## src/rtl/conv_window_sequencer.sv

```systemverilog
`default_nettype none
// ============================================================================
// Module   : conv_window_sequencer
// Purpose  : Collects weight and pixel beats from one stream into two K*K
//            operand banks. Starts the accelerator lanes, waits for the
//            accumulated sum and returns it on a valid/ready result port.
// Revision : 1.0 - initial release
// ============================================================================
module conv_window_sequencer #(
  parameter int DATA_WIDTH    = 32,
  parameter int KERNEL_SIZE   = 3,
  parameter int AXI_BUS_WIDTH = 32,
  parameter int SETTLE_CYCLES = 2
) (
  input  logic                                               Clk,
  input  logic                                               Rst,
  input  logic [AXI_BUS_WIDTH-1:0]                           s_data,
  input  logic                                               s_weight,
  input  logic                                               s_valid,
  output logic                                               s_ready,
  output logic [KERNEL_SIZE*KERNEL_SIZE*AXI_BUS_WIDTH-1:0]   multiplier_input,
  output logic [KERNEL_SIZE*KERNEL_SIZE*AXI_BUS_WIDTH-1:0]   multiplicand_input,
  output logic [KERNEL_SIZE*KERNEL_SIZE-1:0]                 mStart,
  input  logic [AXI_BUS_WIDTH-1:0]                           finalAccumulate,
  input  logic                                               finalReady,
  output logic [AXI_BUS_WIDTH-1:0]                           r_data,
  output logic                                               r_valid,
  input  logic                                               r_ready,
  output logic                                               weights_loaded,
  output logic [15:0]                                        window_count
);

  localparam int N      = KERNEL_SIZE * KERNEL_SIZE;
  localparam int IDX_W  = (N > 1) ? $clog2(N) : 1;
  localparam int CNT_W  = (SETTLE_CYCLES > 1) ? $clog2(SETTLE_CYCLES + 1) : 1;
  // An operand occupies the low DATA_WIDTH bits of its lane slot.
  localparam int LANE_W = (DATA_WIDTH < AXI_BUS_WIDTH) ? DATA_WIDTH : AXI_BUS_WIDTH;

  localparam logic [IDX_W-1:0] LAST_LANE   = IDX_W'(N - 1);
  localparam logic [CNT_W-1:0] SETTLE_LAST = CNT_W'(SETTLE_CYCLES - 1);

  localparam logic [2:0] ST_LOAD   = 3'd0;
  localparam logic [2:0] ST_START  = 3'd1;
  localparam logic [2:0] ST_SETTLE = 3'd2;
  localparam logic [2:0] ST_WAIT   = 3'd3;
  localparam logic [2:0] ST_OUT    = 3'd4;

  logic [2:0]               state;
  logic [2:0]               state_next;
  logic [IDX_W-1:0]         w_idx;
  logic [IDX_W-1:0]         p_idx;
  logic [CNT_W-1:0]         settle_cnt;
  logic [15:0]              win_cnt;
  logic [AXI_BUS_WIDTH-1:0] beat_operand;
  logic                     weight_take;
  logic                     pixel_take;
  logic                     last_pixel;

  assign weight_take  = s_valid && s_ready && s_weight;
  assign pixel_take   = s_valid && s_ready && !s_weight;
  assign last_pixel   = pixel_take && (p_idx == LAST_LANE);
  assign window_count = win_cnt;

  // Place the operand bits of the incoming beat into a lane-wide word.
  always_comb begin
    beat_operand               = '0;
    beat_operand[LANE_W-1:0]   = s_data[LANE_W-1:0];
  end

  // State register.
  always_ff @(posedge Clk) begin
    if (Rst) begin
      state <= ST_LOAD;
    end else begin
      state <= state_next;
    end
  end

  // Next-state logic; finalReady is only looked at once SETTLE has elapsed.
  always_comb begin
    state_next = state;
    case (state)
      ST_LOAD:   if (last_pixel) state_next = ST_START;
      ST_START:  state_next = ST_SETTLE;
      ST_SETTLE: if (settle_cnt == SETTLE_LAST) state_next = ST_WAIT;
      ST_WAIT:   if (finalReady) state_next = ST_OUT;
      ST_OUT:    if (r_ready) state_next = ST_LOAD;
      default:   state_next = ST_LOAD;
    endcase
  end

  // Outputs decoded from state; pixels are refused until a full weight set exists.
  always_comb begin
    s_ready = 1'b0;
    mStart  = '0;
    r_valid = 1'b0;
    case (state)
      ST_LOAD:  s_ready = !Rst && (s_weight || weights_loaded);
      ST_START: mStart  = '1;
      ST_OUT:   r_valid = 1'b1;
      default: ;
    endcase
  end

  // Operand banks and lane indices; banks only move on accepted beats.
  always_ff @(posedge Clk) begin
    if (Rst) begin
      multiplier_input   <= '0;
      multiplicand_input <= '0;
      w_idx              <= '0;
      p_idx              <= '0;
      weights_loaded     <= 1'b0;
    end else begin
      if (weight_take) begin
        multiplicand_input[int'(w_idx)*AXI_BUS_WIDTH +: AXI_BUS_WIDTH] <= beat_operand;
        if (w_idx == LAST_LANE) begin
          w_idx          <= '0;
          weights_loaded <= 1'b1;
        end else begin
          w_idx <= w_idx + 1'b1;
        end
      end
      if (pixel_take) begin
        multiplier_input[int'(p_idx)*AXI_BUS_WIDTH +: AXI_BUS_WIDTH] <= beat_operand;
        if (p_idx == LAST_LANE) begin
          p_idx <= '0;
        end else begin
          p_idx <= p_idx + 1'b1;
        end
      end
    end
  end

  // Settle counter runs only while in SETTLE and restarts from zero each window.
  always_ff @(posedge Clk) begin
    if (Rst || (state != ST_SETTLE)) begin
      settle_cnt <= '0;
    end else begin
      settle_cnt <= settle_cnt + 1'b1;
    end
  end

  // Result capture and delivered-window counter.
  always_ff @(posedge Clk) begin
    if (Rst) begin
      r_data  <= '0;
      win_cnt <= '0;
    end else begin
      if ((state == ST_WAIT) && finalReady) begin
        r_data <= finalAccumulate;
      end
      if ((state == ST_OUT) && r_ready) begin
        win_cnt <= win_cnt + 16'd1;
      end
    end
  end

endmodule
`default_nettype wire
```

## config.mk

```make
export PLATFORM = sky130hd
export DESIGN_NAME = conv_window_sequencer
export DESIGN_NICKNAME = d
export VERILOG_FILES = /design/src/rtl/conv_window_sequencer.sv
export SDC_FILE = /design/constraint.sdc
export NUM_CORES = 1
export LEC_CHECK = 0
export CAP_MARGIN = 40
export CORE_AREA = 8 8 267 269
export DETAILED_ROUTE_END_ITERATION = 12
export DIE_AREA = 0 0 275 277
export MAX_ROUTING_LAYER = met4
export PLACE_DENSITY = 0.68
export RECOVER_POWER = 50
export SETUP_SLACK_MARGIN = 0.02
export SKIP_CTS_REPAIR_TIMING = 1
export SLEW_MARGIN = 25
export SYNTH_ARGS = -nofsm -noshare
export SYNTH_HDL_FRONTEND = slang
export SYNTH_SLANG_ARGS = --single-unit
```

## constraint.sdc

```tcl
create_clock -name Clk -period 3.25 [get_ports Clk]
set_clock_uncertainty 0.1 [all_clocks]
set_input_delay 0.65 -clock Clk [delete_from_list [all_inputs] [get_ports Clk]]
set_output_delay 0.65 -clock Clk [all_outputs]
set_load 0.05 [all_outputs]
```

==> metrics.md <==
| Metric | Value |
|---|---|
| Fin nets | `about 3.5k` |
| Area grow syn2layout | `41.83%` |
| Drt initial violations | `about 2.0k` |
| Fmax | `between 0.3 and 0.4 GHz` |
| CP Data Arrival Time | `between 2 and 2.5 ns` |
| Setup TNS Final | `0 ns` |
| Initial Util | `0.3778` |
| Warnings, synthesis | `0` |
| CTS Root Cell | `clkbuf_16` |
| CP Depth | `2` |
| CTS sink cnt | `638` |
| Reg-to-Reg Start | `p_idx[1]$_SDFFE_PP0P_` |
| Final setup margin | `about 0.12 ns` |
| Max Slew Vio Count | `between 150 and 200` |
| Syn Nets | `2,907` |
| Flop2flop setup slack | `between 0.2 and 0.25 ns` |
| Post-synthesis cell count | `between 2k and 3k` |
| CTS tree | `done` |
| Overflow after GRT | `0` |
| Max FO, Critical Path | `9` |
| PwrDens | `just under 500 mW/mm^2` |
| Area occupied by registers | `roughly 0.013 mm^2` |
| Die area | `about 0.076 mm^2` |
| Failing checks | `max-capacitance violations, max-slew violations` |
| Worst hold path class | `input pin to flip-flop` |
| Critical path class | `flip-flop to output port` |
| LEAKAGE | `15.51 nW` |
| Yosys cell types | `66` |
| Share of layout cells above drive strength 1 | `0.09644` |
| Final min period | `~3.1 ns` |
| Final Hold Fails | `0` |
| Reg2reg end | `multiplier_input[188]$_SDFFE_PP0P_` |
| GRT Util Overall | `0.2935` |
| Post-Synth Simple-Gate Area | `0.2029` |
| Core Area | `roughly 0.067 mm^2` |
| Ports | `between 700 and 800` |
| Largest family of logic cells by synthesized area | `simple AND/OR/NAND/NOR gates` |
| Async S/R FF share, synth | `0` |
| Synth Area in Adders | `0.003966` |
| Peak VDD IR | `339.7 uV` |
| Critical-path cell list | `nor3b_2 > clkdlybuf4s50_1` |
| RSZ-0062 raised after global routing | `no` |
| Synthesized area per cell | `between 8 and 9 um^2` |
| Worst Setup EP | `mStart[0]` |
| Global-route wire length before repair | `about 160 mm` |
| Slowest cell delay on critical path | `between 0.9 and 1 ns` |
| CP startpoint kind | `flip-flop` |
| Critical Path Start | `state[2]$_SDFFE_PP0P_` |
| Port bufs | `just over 700` |
| Total number of vias | `23.73k` |
| Largest net degree at the start of global routing | `~160` |
| Wire per inst | `between 20 and 30 um` |
| Fin crit share | `0.9632` |
| Max-slew headroom | `-0.2516` |
| Initial antenna violation count | `5` |
| Status | `finished with violations` |
| Vias in the first global route | `roughly 23k` |
| Prevailing post-synth register cell | `dfxtp_1` |
| DR vias/cell | `between 5 and 6` |
| Fillers | `around 6.2k` |
| Most frequent cells in the layout | `dfxtp_1 (637), nand2_1 (543), dlygate4sd3_1 (530)` |
| Synth Area in Compound Gates | `0.1174` |
| Sequential fraction of the synthesis area | `0.5061` |
| Post-synthesis xor/xnor area fraction | `0.005851` |
| Cell Area, Synth | `0.02524 mm^2` |
| Clk_lat worst skew | `roughly 0.6 ns` |
| CP bufs+invs | `1` |
| Drt drc | `0` |
| Chip width | `around 280 um` |
| CP required | `between 2 and 3 ns` |
| Number of synthesized flops with an enable pin | `0` |
| Worst-margin pin slew | `around 1.9 ns` |
| Post-synthesis register bit count | `~640` |
| Clock buffer depth | `3` |
| Crit. End Element | `output port` |
| Post-DP HPWL | `around 80 mm` |
| Total of max-cap violations | `1` |
| Commonest non-fill, non-tap cell in the layout | `dfxtp_1` |
| First-pass DRT Iterations | `5` |
| Gpl congestion | `about 0.9` |
| Row count | `95` |
| Mux cell area share after synthesis | `0.1089` |
| Chip height | `around 280 um` |
| CTS Buf Count | `70` |
| # H-tree levels | `3` |
| Delay-heaviest family, CP | `buffers and inverters` |
| Reg2reg path depth | `8` |
| Routed wire length | `around 110 mm` |
| Slowest CP cell | `clkdlybuf4s50_1` |
| Setup-failing EPs final | `0` |
| Antenna viol nets, final | `0` |
| Worst-path clk slew | `about 0.06 ns` |
| DP Worst Slack | `approximately 0.16 ns` |
| Multi-input combinational cell area | `0.01120 mm^2` |
## per-layer routing
metal / vias up / GRT usage / wire length [um]
li1: 11043 / - / -
met2: 945 / 0.4879 / 55880
met3: 170 / 0.07398 / 9281
met1: 11572 / 0.3441 / 45630
met4: 0 / 0.09641 / 3639
met5: - / - / 0
## cell usage after synthesis (28+ instances only)
| library cell | number | area (um^2) |
|---|---|---|
| a21oi_1 | 238 | 1191 |
| nor3_1 | 59 | 295.3 |
| a31o_1 | 31 | 271.5 |
| dfxtp_1 | 638 | 12770 |
| nand3_1 | 153 | 765.7 |
| a31o_2 | 42 | 367.9 |
| nor2_1 | 49 | 183.9 |
| nor2b_1 | 37 | 231.5 |
| or4_1 | 28 | 210.2 |
| nand4_1 | 97 | 606.8 |
| buf_2 | 50 | 250.2 |
| o21ai_0 | 148 | 740.7 |
| mux2i_1 | 252 | 2522 |
| o31ai_1 | 28 | 210.2 |
| clkbuf_1 | 194 | 728.2 |
| nand2_1 | 546 | 2049 |
## how the worst min path moves through the flow
stage	endpoint	slack, ns	start	depth (start not counted)
floorplan	settle_cnt[0]$_SDFF_PP0_	0.30	settle_cnt[0]$_SDFF_PP0_	1
global placement	settle_cnt[0]$_SDFF_PP0_	0.31	settle_cnt[0]$_SDFF_PP0_	1
detailed placement	settle_cnt[0]$_SDFF_PP0_	0.33	settle_cnt[0]$_SDFF_PP0_	1
CTS	state[0]$_SDFFE_PP0P_	0.13	Rst	2
global route	state[0]$_SDFFE_PP0P_	0.14	Rst	2
finish	state[0]$_SDFFE_PP0P_	0.16	Rst	2
## kinds of logic after synthesis
kind of cell	count (synthesis)
DFF	638
muxes	272
buffers and inverters	320
AOI/OAI and AO/OA	508
adders and majority gates	8
and+or+nand+nor	1067
xor gates and xnor gates	16
## registers in the layout (all words and copies together), names as in the netlist
signal	cells
window_count	16
r_data	32
w_idx	4
multiplicand_input	288
settle_cnt	2
weights_loaded	1
multiplier_input	288
p_idx	4
state	3
## where the power goes
part,total [W],leakage (nW),internal (W),switching [W]
Combinational,0.00100,9.17,0.000263,0.000741
Sequential,0.00785,5.14,0.00784,0.0000123
Clock,0.00846,1.19,0.00504,0.00342
## stage by stage
| stage | power [W] | instance area [um^2] | util | std cells | hold slack [ns] |
|---|---|---|---|---|---|
| 2_1_floorplan | 0.008521 | 25240 | - | 2829 | 0.2975 |
| 3_3_place_gp | 0.009040 | 33330 | 0.4990 | 4227 | 0.3134 |
| 3_5_place_dp | 0.009045 | 33380 | 0.4996 | 4230 | 0.3324 |
| 4_1_cts | 0.01748 | 35830 | 0.5364 | 4355 | 0.1317 |
| 5_1_grt | 0.01781 | 35790 | 0.5358 | 4359 | 0.1427 |
| 6_report | 0.01732 | 35790 | 0.5358 | 4359 | 0.1601 |
## cell type report
class / instances / area share
Antenna cell: 2 / 0.0001398
Clock buffer: 107 / 0.05957
Clock inverter: 18 / 0.009019
Inverter: 27 / 0.003041
Multi-Input combinational cell: 1871 / 0.3130
Sequential cell: 638 / 0.3570
Tap cell: 873 / 0.03052
Timing Repair Buffer: 823 / 0.2278
Power figures use the tool's default switching activity.
